File: src/rtl/seg_scan_capture.sv
// Rebuilds the eight digit bytes of a multiplexed seven-segment scan and publishes complete frames.
// Latency: frame strobe one cycle after the sample that fills the last digit; no backpressure.
module seg_scan_capture #(
  parameter bit          COM_ACTIVE_LOW = 1'b1,
  parameter int unsigned SETTLE         = 2,
  parameter int unsigned STABLE_N       = 3
) (
  input  logic        clk,
  input  logic        nrst,
  input  logic [7:0]  i_com,
  input  logic [7:0]  i_ens,
  output logic [63:0] o_frame,
  output logic        o_frame_stb,
  output logic        o_frame_valid,
  output logic        o_changed,
  output logic        o_stable,
  output logic        o_err
);

  typedef enum logic [1:0] {EMPTY, FILLING, PUBLISH} state_t;

  localparam logic [3:0] SETTLE_W   = 4'(SETTLE);
  localparam logic [3:0] STABLE_W   = 4'(STABLE_N);
  localparam logic [7:0] COM_IDLE   = COM_ACTIVE_LOW ? 8'hFF : 8'h00;

  state_t      state, state_nxt;
  logic [7:0]  r_com, r_ens, c, prev_c, mask, mask_nxt;
  logic [3:0]  dwell_q, dwell_cur, stab_cnt, stab_nxt;
  logic [63:0] shadow, shadow_nxt;
  logic [2:0]  sel_idx;
  logic        is_idle, is_sel, is_ill, c_moved, sample, complete, pub_changed;

  always_comb begin
    c       = COM_ACTIVE_LOW ? ~r_com : r_com;
    is_idle = (c == 8'd0);
    is_sel  = !is_idle && ((c & (c - 8'd1)) == 8'd0);
    is_ill  = !is_idle && !is_sel;
    c_moved = (c != prev_c);
    sel_idx = 3'd0;
    for (int k = 0; k < 8; k++) begin
      if (c[k]) sel_idx = 3'(k);
    end

    if (!is_sel)               dwell_cur = 4'd0;
    else if (c_moved)          dwell_cur = 4'd1;
    else if (dwell_q == 4'hF)  dwell_cur = 4'hF;
    else                       dwell_cur = dwell_q + 4'd1;

    // The second term stops a saturated dwell from resampling every cycle.
    sample   = is_sel && (dwell_cur == SETTLE_W) && (c_moved || dwell_q != SETTLE_W);
    complete = sample && ((mask | c) == 8'hFF);

    shadow_nxt = shadow;
    if (sample) shadow_nxt[{sel_idx, 3'b000} +: 8] = r_ens;

    if (is_ill || complete) mask_nxt = 8'd0;
    else if (sample)        mask_nxt = mask | c;
    else                    mask_nxt = mask;

    pub_changed = !o_frame_valid || (shadow_nxt != o_frame);
    if (pub_changed)            stab_nxt = 4'd1;
    else if (stab_cnt == 4'hF)  stab_nxt = 4'hF;
    else                        stab_nxt = stab_cnt + 4'd1;
  end

  always_comb begin
    state_nxt   = state;
    o_frame_stb = (state == PUBLISH);
    case (state)
      EMPTY:   if (complete) state_nxt = PUBLISH;
               else if (sample || is_ill) state_nxt = FILLING;
      FILLING: if (complete) state_nxt = PUBLISH;
      PUBLISH: state_nxt = complete ? PUBLISH : FILLING;
      default: state_nxt = EMPTY;
    endcase
  end

  always_ff @(posedge clk or negedge nrst) begin
    if (!nrst) begin
      state         <= EMPTY;
      r_com         <= COM_IDLE;
      r_ens         <= 8'd0;
      prev_c        <= 8'd0;
      dwell_q       <= 4'd0;
      mask          <= 8'd0;
      shadow        <= 64'd0;
      stab_cnt      <= 4'd0;
      o_frame       <= 64'd0;
      o_frame_valid <= 1'b0;
      o_changed     <= 1'b0;
      o_stable      <= 1'b0;
      o_err         <= 1'b0;
    end else begin
      state     <= state_nxt;
      r_com     <= i_com;
      r_ens     <= i_ens;
      prev_c    <= c;
      dwell_q   <= dwell_cur;
      mask      <= mask_nxt;
      shadow    <= shadow_nxt;
      o_err     <= is_ill;
      o_changed <= complete && pub_changed;
      if (complete) begin
        o_frame       <= shadow_nxt;
        o_frame_valid <= 1'b1;
        stab_cnt      <= stab_nxt;
        o_stable      <= (stab_nxt >= STABLE_W);
      end
    end
  end

endmodule

File: config.mk
export PLATFORM = sky130hd
export DESIGN_NAME = seg_scan_capture
export DESIGN_NICKNAME = d
export VERILOG_FILES = /design/src/rtl/seg_scan_capture.sv
export SDC_FILE = /design/constraint.sdc
export NUM_CORES = 1
export LEC_CHECK = 0
export CORE_UTILIZATION = 55
export DETAILED_ROUTE_END_ITERATION = 8
export GPL_ROUTABILITY_DRIVEN = 0
export PLACE_DENSITY = 0.89
export SLEW_MARGIN = 20
export SYNTH_ARGS = -nofsm -noshare
export SYNTH_HDL_FRONTEND = slang
export SYNTH_SLANG_ARGS = --single-unit
File: constraint.sdc
create_clock -name clk -period 10.7 [get_ports clk]
set_input_delay 3.21 -clock clk [delete_from_list [all_inputs] [get_ports clk]]
set_output_delay 3.21 -clock clk [all_outputs]
set_load 0.05 [all_outputs]
; ---- After elaboration in Yosys (flattened, before gate mapping)
; Index checks and enable logic that the tools add are counted.
[classes]
addsub = 4
mul = 0
div = 0
order_cmp = 1
n_eq_ne = 11
shifts = 2
n_mux = 21
bitwise_logic = 3
reduce_logical = 18
[op_table]
columns = operator, count
row1 = $bwmux W64, 1
row2 = $mux W64, 1
row3 = $ne A64 B64 Y1, 1
row4 = $shift A8 B8 Y64 const A, 1
row5 = $shiftx A8 B8 Y64, 1
row6 = $mux W4, 5
row7 = $logic_not A8 Y1, 2
row8 = $mux W8, 2
row9 = $mux W3, 5
row10 = $mux W2, 5
row11 = $add A4 B1 Y4 const B, 2
row12 = $and A8 B8 Y8, 1
row13 = $eq A4 B4 Y1 const B, 2
row14 = $eq A8 B8 Y1 const B, 1
row15 = $ne A8 B8 Y1, 1
row16 = $neg A6 Y8, 1
row17 = $not A8 Y8, 1
row18 = $or A8 B8 Y8, 1
row19 = $sub A8 B1 Y8 const B, 1
row20 = $logic_and A1 B1 Y1, 6
row21 = $pmux W2 S3, 1
row22 = $eq A4 B2 Y1 const B, 1
row23 = $ge A4 B2 Y1 const B, 1
row24 = $logic_or A1 B1 Y1, 4
row25 = 10 further kinds, 12
[word_totals]
reg_bits = 174
latchBits = 0
ramBits = 0
romBits = 0
inputBits = 18
output_inout_bits = 69
elab_cells = 73
mem_count = 0

; ---- Logic depth before layout (Yosys ltp)
; Gate-level depths: netlist (run 1).
[logic_depth]
ltp_word = 16
depth_mapped = 17
ltp_nobuf = 15

; ---- Least setup slack after synthesis (run 1)
; OpenSTA, ideal clock, no wires.
[synth_path]
path_kind = register to output
startpoint = reg state[0]
endpoint = out o_frame_stb
t_arrival_ps = 1085
required_ps = 7490
setup_slack_ps = 6405
path_stages_with_launch = 2
path_buffers = 0
path_cell_list = dfrtp_1 -> nor2b_1
[synth_between]
elab_chain_len = 1
[synth_lines]
columns = item, line
row1 = start: declaration, 26  ; state_t state, state_nxt;
row2 = start signal: assignment, 94  ; state <= state_nxt;
row3 = $eq A2 B2 Y1, 68  ; o_frame_stb = (state == PUBLISH);
row4 = end: declaration, 13  ; output logic o_frame_stb,
; Every way passes these cells.

; ---- Final worst setup path (run 1)
[layout_path]
startpoint = reg r_com[2]
endpoint = reg stab_cnt[0]
[layout_between]
elab_chain_len = 14
[layout_lines]
columns = item, line
row1 = start: declaration, 27  ; logic [7:0] r_com, r_ens, c, prev_c, mask, mask_nxt;
row2 = start signal: assignment, 95  ; r_com <= i_com;
row3 = $not A8 Y8 *, 34  ; c = COM_ACTIVE_LOW ? ~r_com : r_com;
row4 = $mux W2, 41  ; if (c[k]) sel_idx = 3'(k);
row5 = $mux W3 (5 in series), 41
row6 = $neg A6 Y8, 54  ; if (sample) shadow_nxt[{sel_idx, 3'b000} +: 8] = r_ens;
row7 = $shiftx A8 B8 Y64 / $shift A8 B8 Y64 (equally long branches), 54
row8 = $bwmux W64, 54
row9 = $mux W64, 54
row10 = $ne A64 B64 Y1, 60  ; pub_changed = !o_frame_valid || (shadow_nxt != o_frame);
row11 = $logic_or A1 B1 Y1, 60
row12 = $mux W4, 61  ; if (pub_changed) stab_nxt = 4'd1;
row13 = end signal: assignment, 106  ; stab_cnt <= stab_nxt;
row14 = end: declaration, 28  ; logic [3:0] dwell_q, dwell_cur, stab_cnt, stab_nxt;
; Every way passes the cells marked *; elsewhere a longest branch is shown, timed or not.
; A chain may end at the register's enable or synchronous reset.

==> results.md, run 1 <==
* Ys Warns at 0
* Drt pass-1 iters at 6
* Final Cycle Share at between 40% and 50%
* Vias in the first global route at 7132
* Post-CTS Setup Inserts at 0
* Initial DRC Count at 857
* Syn avg cell area at roughly 10 sq um
* Fmax at roughly 0.20 GHz
* Synth top area cells: dfrtp_1, nand2_1, mux2i_1, o21ai_0, inv_1
* Final hold viol count at 0
* Initial antenna violation count at 0
* Crit path time final at just over 5000 ps
* Status: completed
* P_leak at 5.13 nW
* Placed Instances at about 1200
* Avg Vias per Cell at between 6 and 7
* Clock sink count at around 170
* CTS tree: built
* Largest net degree at the start of global routing at between 90 and 100
* Die footprint at 0.0165 sq mm
* Hold WS at 485 ps
* Clock Skew at about 12 ps
* GRT overflow at 0
* DP Area at 0.00979 sq mm
* Fin util at around two thirds
* RSZ-0062 raised after global routing: no
* Port bufs at 86
* First-pass GRT wire length at about 38000 microns
* Met3 wire len at ~2300 microns
* CTS Buf Count at 17
* Die Wd at 129 microns
* Layout cells sized above 1 at 9.35%
* Max-slew headroom at a little over a quarter
* Worst hold path type: reg -> reg
* Pwr Density at about 130 mW/mm^2
* Fillers at between 1000 and 1500
* Mapped Area at roughly 0.0088 sq mm
* Die height at 129 microns
* Fin nets at roughly 1000
* Top Metal Used: met4
* DR vias at between 7000 and 8000
* Post-DR wirelength/cell at just over 20 microns
* Sequential Area at ~0.0044 sq mm
* Synth top area share at a little under half
* Core outline area at around 0.015 sq mm
* Crit path launch type: flop
* Syn Nets at between 900 and 1000
* Drt total wl at between 20000 and 25000 microns
* Flip-flop and latch count after synthesis at ~170
* Netlist cell types at 74
* Antenna viol nets, final at 0
* WL met2 at around 11000 microns
* EDFF count, synth at 0
* Estimated wirelength of the detail-placed design at approximately 16000 microns
* GRT Total Usage at a little under a third
* CP Max Fanout at 13
* CP endpoint kind: flop
* CTS clk-pin slew, worst paths at roughly 70 ps
* Core Rows at between 40 and 50
* Slew at the pin closest to its max-slew limit at ~1100 ps
* Area of the multi-input gates at around 0.0039 sq mm
* Ys flop type: dfrtp_1
* Synth area leader: dfrtp_1
* Final Setup Violations at 0
* Cts repair resizes at 0
* Max-cap violations at 0
* # diodes at 0
* Non-filler cells, final at between 1000 and 1500
* Area grow syn2layout at 18.0%
* DRC violations left at 0
* Root Buffer Master: clkbuf_16
* Syn Inst Count at 902
* Asr flop ratio synth at 100%
* WS Path Type: reg -> reg
* Sequential area share after synthesis at 49.5%
* Arr. time, crit path at approximately 5400 ps
* Critical path data required time at about 11000 ps
* Hold Buf Count CTS at 0
* VDD IR-drop max at ~0.12 mV
* Clk_lat worst skew at roughly 440 ps
* Slew Viols, Final at 0
* Final setup TNS at 0 ps
* Maximum root-to-sink buffer count at 2
* Initial Util at between 50% and 60%
* Design area at 0.0104 sq mm
* Met1 Wirelength at roughly 9400 microns
* CTS HTree Levels at 4
* I/O pins at just under 90
layout by cell type, fill, tap and decap left out, types with 18 or more instances in the layout:
master	instances
dfrtp_1	166
a21oi_1	23
inv_1	85
xor2_1	18
mux2i_1	49
nor2_1	32
clkdlybuf4s50_1	85
o22ai_1	18
o21ai_0	78
nand2_1	138
state kept, by name, summed over array words and instances (netlist names):
| signal | cells |
|---|---|
| r_com | 8 |
| state | 2 |
| shadow | 64 |
| o_frame | 64 |
| r_ens | 8 |
| o_changed | 1 |
| dwell_q | 4 |
| o_err | 1 |
| mask | 8 |
| prev_c | 8 |
| o_frame_valid | 1 |
| stab_cnt | 4 |
| o_stable | 1 |
synth_stat cells, types with 4 or more instances:
cell type / instances
a2111oi_0: 4
a21oi_1: 23
a221oi_1: 5
a31oi_1: 7
and2_1: 4
and3_1: 9
and4_1: 5
buf_2: 5
buf_4: 7
clkbuf_1: 26
dfrtp_1: 166
dfstp_2: 8
ha_1: 6
inv_1: 85
mux2_2: 12
mux2i_1: 49
nand2_1: 138
nand2b_1: 16
nand3_1: 18
nand3b_1: 7
nand4_1: 13
nor2_1: 32
nor2b_1: 10
nor3_1: 17
nor4_1: 8
nor4_4: 4
o2111ai_1: 5
o21ai_0: 78
o21ai_1: 4
o221ai_1: 4
o22ai_1: 18
o2bb2ai_1: 7
xnor2_1: 17
xor2_1: 18
metrics by stage:
stage               setup WS (ps)  total power (W)
CTS                          5660          0.00137
finish                       5590          0.00137
global route                 5370          0.00141
detailed placement           5770         0.000737
floorplan                    6410         0.000708
global placement             5840         0.000735
power by group:
part / switching, W / internal, W / leakage (nW)
Clock: 0.000273 / 0.000369 / 0.306
Sequential: 0.0000137 / 0.000664 / 2.36
Combinational: 0.0000326 / 0.0000157 / 2.47
Total: 0.000319 / 0.00105 / 5.13
cells by family after synthesis:
group,after synthesis,share of synthesized area (%)
AO/OA/AOI/OAI,192,14.3
XOR/XNOR,35,3.48
AND/OR/NAND/NOR,304,18.2
multiplexers,63,7.51
flip-flops,174,49.5
buffers and inverters,128,6.08
adder cells (fa/ha/maj),6,0.852
routing by layer:
metal / GRT usage (%) / up-vias
met1: 39.5 / 3668
li1: - / 3291
met5: 0 / -
met2: 49.2 / 465
met4: 15.8 / 0
met3: 7.82 / 125
final timing paths:
kind	end	from	slack, ps	depth (start not counted)
max in group asynchronous	o_frame[40]$_DFFE_PN0P_	nrst	6350	2
worst min register to register	mask[2]$_DFFE_PN0P_	mask[2]$_DFFE_PN0P_	490	2
worst max register to register	stab_cnt[0]$_DFFE_PN0P_	r_com[2]$_DFF_PN1_	5590	15
worst max-delay path	stab_cnt[0]$_DFFE_PN0P_	r_com[2]$_DFF_PN1_	5590	15
worst min-delay path	mask[2]$_DFFE_PN0P_	mask[2]$_DFFE_PN0P_	490	2
min in group asynchronous	prev_c[1]$_DFF_PN0_	nrst	2830	1
worst max-delay path, cell delays in order, from the launching register on:
cell and delay, ps:
dfstp_2 590, nor2b_1 220, o221a_2 310, nor2_1 90, ha_1 210, ha_1 340
and4b_1 190, o21ai_0 130, nor3_1 430, nand4_2 540, mux2i_1 450, nor2_1 100
or4bb_1 550, nor4_4 470, nand4_1 180, o21a_1 200
layout make-up:
type | instances | area share [%]
inverter | 86 | 3.10
tap | 211 | 2.54
timing repair buffer | 92 | 8.72
clock buffer | 20 | 4.49
multi-input combinational | 600 | 37.8
sequential | 174 | 42.0
clock inverter | 12 | 1.40
Power figures use the tool's default switching activity.
==> inputs of run 2 (changes only) <==
Settings changed: CORE_UTILIZATION 55 to 52.
Clock period 10.7 ns to 4.45 ns, I/O delays scaled along.
==> results.md, run 2 (same netlist as run 1, synthesis figures left out) <==
* Logic pwr share at 4.1% (+0.6 points)
* Crit path time final at 4290 ps (-827 ps)
* Final Setup Violations at 0 (unchanged)
* Layout cells sized above 1 at 14.8% (+5.5 points)
* Die Wd at 132 microns (+2.8%)
* Avg Vias per Cell at 6.26 (-0.93%)
* Regs by FF count: o_frame x64, shadow x64
* Sequential Area at 0.00436 sq mm (unchanged)
* CTS HTree Levels at 4 (unchanged)
* # diodes at 0 (unchanged)
* Critical path data required time at 4780 ps (-6250 ps)
* Slew at the pin closest to its max-slew limit at 1030 ps (-76.4 ps)
* Initial antenna violation count at 1 (+1)
* Antenna viol nets, final at 0 (unchanged)
* Most frequent cells in the layout: dfrtp_1, nand2_1, inv_1, clkdlybuf4s50_1, o21ai_0
* Post-DR wirelength/cell at 21.3 microns (+4.5%)
* Most common cell after layout, fill and taps aside: dfrtp_1
* Clk_lat worst skew at 440 ps (about the same)
* Clock power frac at 47.5% (+0.6 points)
* GRT Total Usage at 31.2% (+0.25 points)
* Largest net degree at the start of global routing at 76 (-20%)
* CTS tree: built
* Status: completed
* Fin nets at 1036 (+4.1%)
* Root Buffer Master: clkbuf_16
* Fmax at 0.233 GHz (+19%)
* Final hold viol count at 0 (unchanged)
* FF-to-FF setup slack at 160 ps (-5420 ps)
* Fin util at 65.5% (-1.9 points)
* Worst hold path type: reg -> reg
* WS Path Type: reg -> reg
* I/O pins at 87 (unchanged)
* Max-cap violations at 0 (unchanged)
* NetSw at 0.000780 W (+140%)
* Area grow syn2layout at 23.4%
* Final Cycle Share at 96.3% (+49 points)
* CP Max Fanout at 8 (-5)
* R2R Path Start: r_com[5]$_DFF_PN1_
* CP endpoint kind: flop
* Estimated wirelength of the detail-placed design at 17700 microns (+8.6%)
* Critical R2R Capture: stab_cnt[0]$_DFFE_PN0P_
* Initial DRC Count at 995 (+16%)
* Initial Util at 53.1% (-4.0 points)
* Die height at 132 microns (+2.8%)
* Switching Share at 23.2% (-0.11 points)
* First-pass GRT wire length at 41800 microns (+9.7%)
* P_leak at 5.36 nW (+4.4%)
* Core Rows at 47 (+4.4%)
* Drt total wl at 26600 microns (+8.8%)
* Slew Viols, Final at 0 (unchanged)
* Setup crit start: r_com[5]$_DFF_PN1_
* Reg2reg path depth at 17 (+2)
* Vias in the first global route at 7693 (+7.9%)
* Crit path to: stab_cnt[0]$_DFFE_PN0P_
* Sequential power share at 48.4% (-1.1 points)
* Pwr Density at 309 mW/mm^2 (+130%)
* Maximum root-to-sink buffer count at 2 (unchanged)
* Fillers at 1227 (+7.7%)
* VDD IR-drop max at 0.263 mV (+110%)
* CTS Buf Count at 17 (unchanged)
* DRC violations left at 0 (unchanged)
* P_int at 0.00257 W (+150%)
* Arr. time, crit path at 4610 ps (-830 ps)
* GRT overflow at 0 (unchanged)
* Die footprint at 0.0175 sq mm (+5.7%)
* Area of the multi-input gates at 0.00405 sq mm (+3.0%)
* Drt pass-1 iters at 7 (+1)
* Max-slew headroom at 30.9% (+4.6 points)
* DR vias at 7792 (+3.2%)
* Port bufs at 86 (unchanged)
* Clock sink count at 174 (unchanged)
* Crit path launch type: flop
* CTS clk-pin slew, worst paths at 70 ps (about the same)
* Total power at 0.00335 W (+150%)
* Core outline area at 0.0166 sq mm (+7.5%)
* Clock Skew at 9.88 ps (-1.93 ps)
## run 2: cell count changes in the layout (fill, tap and decap cells not counted), moves of 2 or more
cell     before  now
and4_1        5    3
nor4_4        4    6
nor2b_1      10    8
mux2i_1      49   42
nor2b_2       0    2
mux2i_2       1    7
buf_4         6   45
and4_2        0    2
nor3_2        0    2
ha_1          6    4
nor3_1       17   15
inv_6         5    3
## run 2: layout make-up
class | instances | share of cell area (%)
tap | 220 | 2.53
clock inverter | 12 | 1.59
sequential | 174 | 40.2
timing repair buffer | 133 | 11.3
clock buffer | 20 | 4.20
inverter | 86 | 2.97
multi-input combinational | 600 | 37.2
## run 2: worst min-delay path by stage
stage | from | endpoint | slack, ps | cells after the start
final | mask[3]$_DFFE_PN0P_ | mask[3]$_DFFE_PN0P_ | 490 | 2
after global routing | mask[1]$_DFFE_PN0P_ | mask[1]$_DFFE_PN0P_ | 510 | 2
after CTS | state[1]$_DFFE_PN0P_ | state[1]$_DFFE_PN0P_ | 490 | 1
after detailed placement | mask[3]$_DFFE_PN0P_ | mask[3]$_DFFE_PN0P_ | 480 | 2
after global placement | mask[2]$_DFFE_PN0P_ | mask[2]$_DFFE_PN0P_ | 460 | 2
after floorplan | mask[0]$_DFFE_PN0P_ | mask[0]$_DFFE_PN0P_ | 450 | 2
## run 2: power groups by stage
stage                     Sequential (W)  Combinational, W  Clock, W
after floorplan                  0.00163         0.0000693         0
after global placement           0.00165          0.000128         0
after detailed placement         0.00165          0.000129         0
after CTS                        0.00162          0.000132   0.00160
after global routing             0.00162          0.000148   0.00167
final                            0.00162          0.000136   0.00159
## run 2: metrics by stage
stage                     area, sq um  cells  hold slack (ps)  setup WS [ps]  TNS [ps]
after detailed placement        10000   1203              482          -37.0     -37.0
after floorplan                  8810    902              451            353         0
final                           10900   1245              491            164         0
after CTS                       10700   1240              493           13.2         0
after global routing            10900   1245              513          -2.24     -2.24
after global placement          10000   1203              463           80.4         0
## run 2: layer usage
metal  part of all wire [%]  GRT usage (%)
met4                    6.2           19.1
met1                     38           38.8
met5                      0              0
met2                     46           48.2
met3                    9.5           9.00
## run 2: repair_timing
item | CTS | global route
gates cloned | 1 | 0
gates resized for setup | 10 | 19
pin swaps | 5 | 4
setup endpoints to repair | 5 | 6
hold buffers | 0 | 0
setup buffers | 4 | 5
## run 2: critical path: stages (launching register included)
cell and delay, ps:
dfstp_2 630, nand2_1 100, o221a_2 280, nor2_2 110, ha_2 220, ha_4 220, nor2b_2 150, and3_1 180
nand4_1 150, nor4_4 260, buf_4 220, buf_4 140, mux2i_1 300, xnor2_1 190, nor4_1 310, and4_2 350
nand4_1 120, o21a_1 230
